===== config.mk =====
export PLATFORM = sky130hd
export DESIGN_NAME = multicycle_ctrl_fsm
export DESIGN_NICKNAME = d
export VERILOG_FILES = /design/src/rtl/multicycle_ctrl_fsm.sv
export SDC_FILE = /design/constraint.sdc
export NUM_CORES = 1
export LEC_CHECK = 0
export BUFFER_PORTS_ARGS = -buffer_cell sky130_fd_sc_hd__buf_4
export CORE_MARGIN = 1
export CORE_UTILIZATION = 46
export CTS_BUF_LIST = sky130_fd_sc_hd__clkbuf_4 sky130_fd_sc_hd__clkbuf_8 sky130_fd_sc_hd__clkbuf_16
export DETAILED_ROUTE_END_ITERATION = 10
export PLACE_DENSITY = 0.86
export SLEW_MARGIN = 20
export SYNTH_ARGS = -nofsm -noshare
export SYNTH_HDL_FRONTEND = slang
export SYNTH_SLANG_ARGS = --single-unit

===== constraint.sdc =====
create_clock -name clk -period 2.5 [get_ports clk]
set_clock_uncertainty 0.15 [all_clocks]
set_input_delay 0.5 -clock clk [delete_from_list [all_inputs] [get_ports clk]]
set_output_delay 0.5 -clock clk [all_outputs]
set_load 0.005 [all_outputs]

===== src/rtl/multicycle_ctrl_fsm.sv =====
// multicycle_ctrl_fsm: multi-cycle MIPS control sequencer with a shared, timed-out memory port.
// Define CTRL_RETIRE_CNT_EN to build the retired-instruction counter.
module multicycle_ctrl_fsm #(
   parameter logic [5:0] HALT_OPCODE  = 6'h3F,
   parameter int         MEM_WAIT_MAX = 16
) (
   input  logic        clk,
   input  logic        reset,
   input  logic [5:0]  opcode,
   input  logic [5:0]  funct,
   input  logic        zero,
   input  logic        mem_ready,
   output logic        RegRead,
   output logic        RegWrite,
   output logic        MemRead,
   output logic        MemWrite,
   output logic        RegDst,
   output logic        Branch,
   output logic        IorD,
   output logic        MemToReg,
   output logic        IRWrite,
   output logic        PCWrite,
   output logic [1:0]  PCSrc,
   output logic        halted,
   output logic        err,
   output logic [3:0]  state,
   output logic [31:0] instr_retired
);
   typedef enum logic [3:0] {
      S_FETCH = 4'd0, S_DECODE = 4'd1, S_EXEC = 4'd2, S_MEM = 4'd3, S_WB = 4'd4,
      S_BRANCH = 4'd5, S_JUMP = 4'd6, S_HALT = 4'd7, S_ERROR = 4'd8
   } state_t;
   typedef enum logic [2:0] {C_R, C_I, C_LW, C_SW, C_BEQ, C_BNE, C_J, C_JR} cls_t;
   localparam int CW = $clog2(MEM_WAIT_MAX) + 1;
   state_t         st, st_n;
   cls_t           cls, cls_d;
   logic [CW-1:0]  cnt;
   logic           waiting, timeout, taken;
   assign cls_d = (opcode == 6'h00) ? ((funct == 6'h08) ? C_JR : C_R) :
                  (opcode == 6'h02 || opcode == 6'h03) ? C_J :
                  (opcode == 6'h04) ? C_BEQ :
                  (opcode == 6'h05) ? C_BNE :
                  (opcode == 6'h23) ? C_LW :
                  (opcode == 6'h28 || opcode == 6'h29 || opcode == 6'h2B) ? C_SW : C_I;
   assign waiting = (st == S_FETCH || st == S_MEM) && !mem_ready;
   assign timeout = waiting && cnt == CW'(MEM_WAIT_MAX - 1);
   assign taken   = (cls == C_BEQ && zero) || (cls == C_BNE && !zero);
   assign state   = st;
   always_ff @(posedge clk or posedge reset) begin
      if (reset) begin
         st  <= S_FETCH;
         cls <= C_R;
         cnt <= '0;
      end else begin
         st  <= st_n;
         cls <= (st == S_DECODE) ? cls_d : cls;
         cnt <= (st_n != st) ? '0 : waiting ? cnt + 1'b1 : cnt;
      end
   end
   always_comb begin
      st_n = st;
      case (st)
         S_FETCH:  st_n = mem_ready ? S_DECODE : timeout ? S_ERROR : S_FETCH;
         S_DECODE: st_n = (cls_d == C_J || cls_d == C_JR) ? S_JUMP :
                          (cls_d == C_BEQ || cls_d == C_BNE) ? S_BRANCH :
                          (cls_d != C_R && opcode == HALT_OPCODE) ? S_HALT : S_EXEC;
         S_EXEC:   st_n = (cls == C_LW || cls == C_SW) ? S_MEM : S_WB;
         S_MEM:    st_n = mem_ready ? ((cls == C_LW) ? S_WB : S_FETCH) : timeout ? S_ERROR : S_MEM;
         S_WB, S_BRANCH, S_JUMP: st_n = S_FETCH;
         default:  st_n = st;
      endcase
   end
   // Enables are forced low while reset is held so an aborted access stops at once.
   always_comb begin
      RegRead  = 1'b0;
      RegWrite = 1'b0;
      MemRead  = 1'b0;
      MemWrite = 1'b0;
      RegDst   = 1'b0;
      Branch   = 1'b0;
      IorD     = 1'b0;
      MemToReg = 1'b0;
      IRWrite  = 1'b0;
      PCWrite  = 1'b0;
      PCSrc    = 2'b00;
      halted   = 1'b0;
      err      = 1'b0;
      if (!reset) begin
         case (st)
            S_FETCH: begin
               MemRead = 1'b1;
               IRWrite = mem_ready;
               PCWrite = mem_ready;
            end
            S_DECODE: RegRead = (opcode != 6'h0F);
            S_MEM: begin
               IorD     = 1'b1;
               MemRead  = (cls == C_LW);
               MemWrite = (cls == C_SW);
            end
            S_WB: begin
               RegWrite = 1'b1;
               RegDst   = (cls == C_R);
               MemToReg = (cls == C_LW);
            end
            S_BRANCH: begin
               Branch  = 1'b1;
               PCWrite = taken;
               PCSrc   = 2'b01;
            end
            S_JUMP: begin
               PCWrite = 1'b1;
               PCSrc   = (cls == C_JR) ? 2'b11 : 2'b10;
            end
            S_HALT:  halted = 1'b1;
            S_ERROR: err = 1'b1;
            default: ;
         endcase
      end
   end
`ifdef CTRL_RETIRE_CNT_EN
   logic [31:0] ret;
   always_ff @(posedge clk or posedge reset) begin
      if (reset) ret <= '0;
      else if (st != S_FETCH && st_n == S_FETCH) ret <= ret + 32'd1;
   end
   assign instr_retired = ret;
`else
   assign instr_retired = 32'd0;
`endif
endmodule

==> metrics.cfg <==
[grt]
grt_max_degree = 14
grt_pass1_vias = 1133
grt_pass1_wl_mm = 4.97
grt_usage_pct = 19.6
antenna_found_initial = 0
grt_remaining_overflow = 0

[place]
port_buffers = 33
gp_congestion = 0.880
post-place-ws_ns = 0.253
dp_hpwl_mm = 2.32

[routing]
drcViolationCount = 0
route.vias.total = 1231
ant_nets = 0
wl_per_cell_um = 12.9
viasPerCell = 5.35
drtIter0Drc = 46
first_pass_iters = 4
totalWireLength_mm = 2.97

[critical_path]
crit_chain = nand2b_1 > nor2_1 > and4b_1 > or3_1 > buf_4
cp_slowest_cell = dfrtp_1
r2r_cells = 8
r2r_start = cnt[0]
cp_max_fo = 11
r2r_slack_ns = 0.43
setup.worst_path.start_class = register
cp.required_ns = 1.85
end_kind = output port
reg2reg_to = cnt[4]
crit_arrival_ns = 1.72
cp_slowest_stage_delay_ns = 0.52
worstSetupPathType = reg -> out

[timing]
slew_viol_final = 0
whs_ns = 0.104
worst_slew_pin_slew_ns = 0.529
rsz0062_at_grt = no
min_period_ns = 2.37
hold_viol = 0
setup_slack_ns = 0.127
timing.setup.tns_ns = 0
max_freq_ghz = 0.421
relSlewSlack_pct = 64.4
post-route-period-util_pct = 94.9
setup_viol = 0

[yosys]
ys_seq_area_share_pct = 22.1
synth-compound-area-share_pct = 21.9
yosys_warnings = 0
synth_edf_count = 0
synth_simple_gate_area_share_pct = 27.7
netlist_area_mm2 = 0.00136
synth_top_family_by_area = simple AND/OR/NAND/NOR gates
netlist_top_cells_count = buf_4 (32), dfrtp_1 (12), nor2_1 (12)
synth_top_cell_by_area = dfrtp_1
netlist_instances = 164
ys.flop_type = dfrtp_1
netlist_top_cells_area = dfrtp_1 (22%), buf_4 (18%), nor3_1 (3.3%)
synthMuxAreaShare_pct = 1.47
ys_ff_latch = 12
synth-xor-area-share_pct = 3.22
synth_adder_area_share_pct = 1.84
ys_types = 47
syn_area_per_cell_um2 = 8.30
synth_top_area_share_pct = 22.1
synth.most_common_cell = buf_4
asyncSetResetFlopFracSynth_pct = 100

[final_layout]
antennaDiodeCount = 0
fill_cells = 257
seq_area_um2 = 302
area_growth_pct = 15.4
multi_input_area_um2 = 883
final_layout_size_suffix_gt1_share_pct = 25.6
nets = 218

[pwr]
total_power_uw = 1200
p_leak_uw = 0.000761
powerDensity_mw_per_mm2 = 764
ir_drop_mv = 0.440

[outcome]
outcome = finished, final reports clean

[clock_tree]
cts_root_buf = clkbuf_4
post-cts-setup-buffers = 0
h-tree-depth = 1
clock_latency_ns = 0.28
cts_resized = 0
hold_buffers = 0
tritoncts = yes
clockBufferDepth = 2
cts.sinks = 12
clk_pin_slew_worst_paths_ns = 0.08
cts_buffers = 3

[floorplanning]
dieArea_mm2 = 0.00318
io_pins = 66
design.core.area_mm2 = 0.00278
start_util_pct = 48.9
die_h_um = 56.4
std_cell_rows = 19
fp.dieW_um = 56.4

[hold_path]
hold_class = in -> async

[run]
max_cap_viol_count = 0

==> worst max-delay path: cells and delay by family, from the launching register on <==
family	cells	cell delay, ns
DFF	1	0.52
and+or+nand+nor	4	0.79
buffers and inverters	1	0.14
==> area by class of cell <==
cell class	count	share of cell area [%]
repair buffers	38	18.2
flip-flops and latches	12	19.2
inverters	7	1.67
clock buffers	4	2.31
multi-input cells	138	56.2
well taps	31	2.47
==> registers in the layout, summed over array words and instances (netlist names) <==
name   flops
state      4
cnt        5
cls        3
==> report_power, final <==
group / total [uW] / switching (uW) / internal (uW)
Sequential: 357 / 115 / 242
Clock: 157 / 68.1 / 88.6
Combinational: 687 / 380 / 307
Total: 1200 / 563 / 637
==> logic make-up after synthesis <==
logic type      Yosys count
compound gates           35
xor+xnor                  5
fa+ha+maj                 2
buf+inv                  45
flops                    12
mux                       2
other cells               1
simple gates             62
==> per-layer routing <==
layer  wire length [um]  GRT usage (%)  vias to the layer above
li1                   -              -                      592
met1               1270           23.4                      564
met2               1460           33.0                       66
met3                171           2.76                        9
met4                 72           12.2                        0
met5                  0              0                        -
==> cell usage in the layout (no fill, tap or decap), drive strengths merged, types with 3 or more instances in the layout <==
master / count
buf: 38
conb: 32
nor2: 12
dfrtp: 12
nor3: 9
o21ai: 8
nand2: 8
a21oi: 7
inv: 7
and3: 5
or3: 4
xnor2: 4
nand3: 4
nand2b: 4
clkbuf: 4
nor2b: 3
nand3b: 3
nor4: 3
==> worst max-delay path by stage <==
stage,end,depth (start not counted),start,slack [ns]
2_1_floorplan,PCSrc[0],5,reset,0.32
3_3_place_gp,cnt[3],6,opcode[0],0.28
4_1_cts,RegDst,4,state[2],0.04
3_5_place_dp,cnt[3],6,opcode[0],0.25
6_report,PCWrite,5,state[0],0.13
5_1_grt,PCWrite,5,state[3],0.001
==> metrics by stage <==
step,utilization [%],area [um^2],cells
after floorplan,-,1480,195
after global placement,55.2,1530,226
after detailed placement,55.2,1530,226
after CTS,56.5,1570,230
after global routing,56.5,1570,230
final,56.5,1570,230
(Power assumes the default switching activity.)
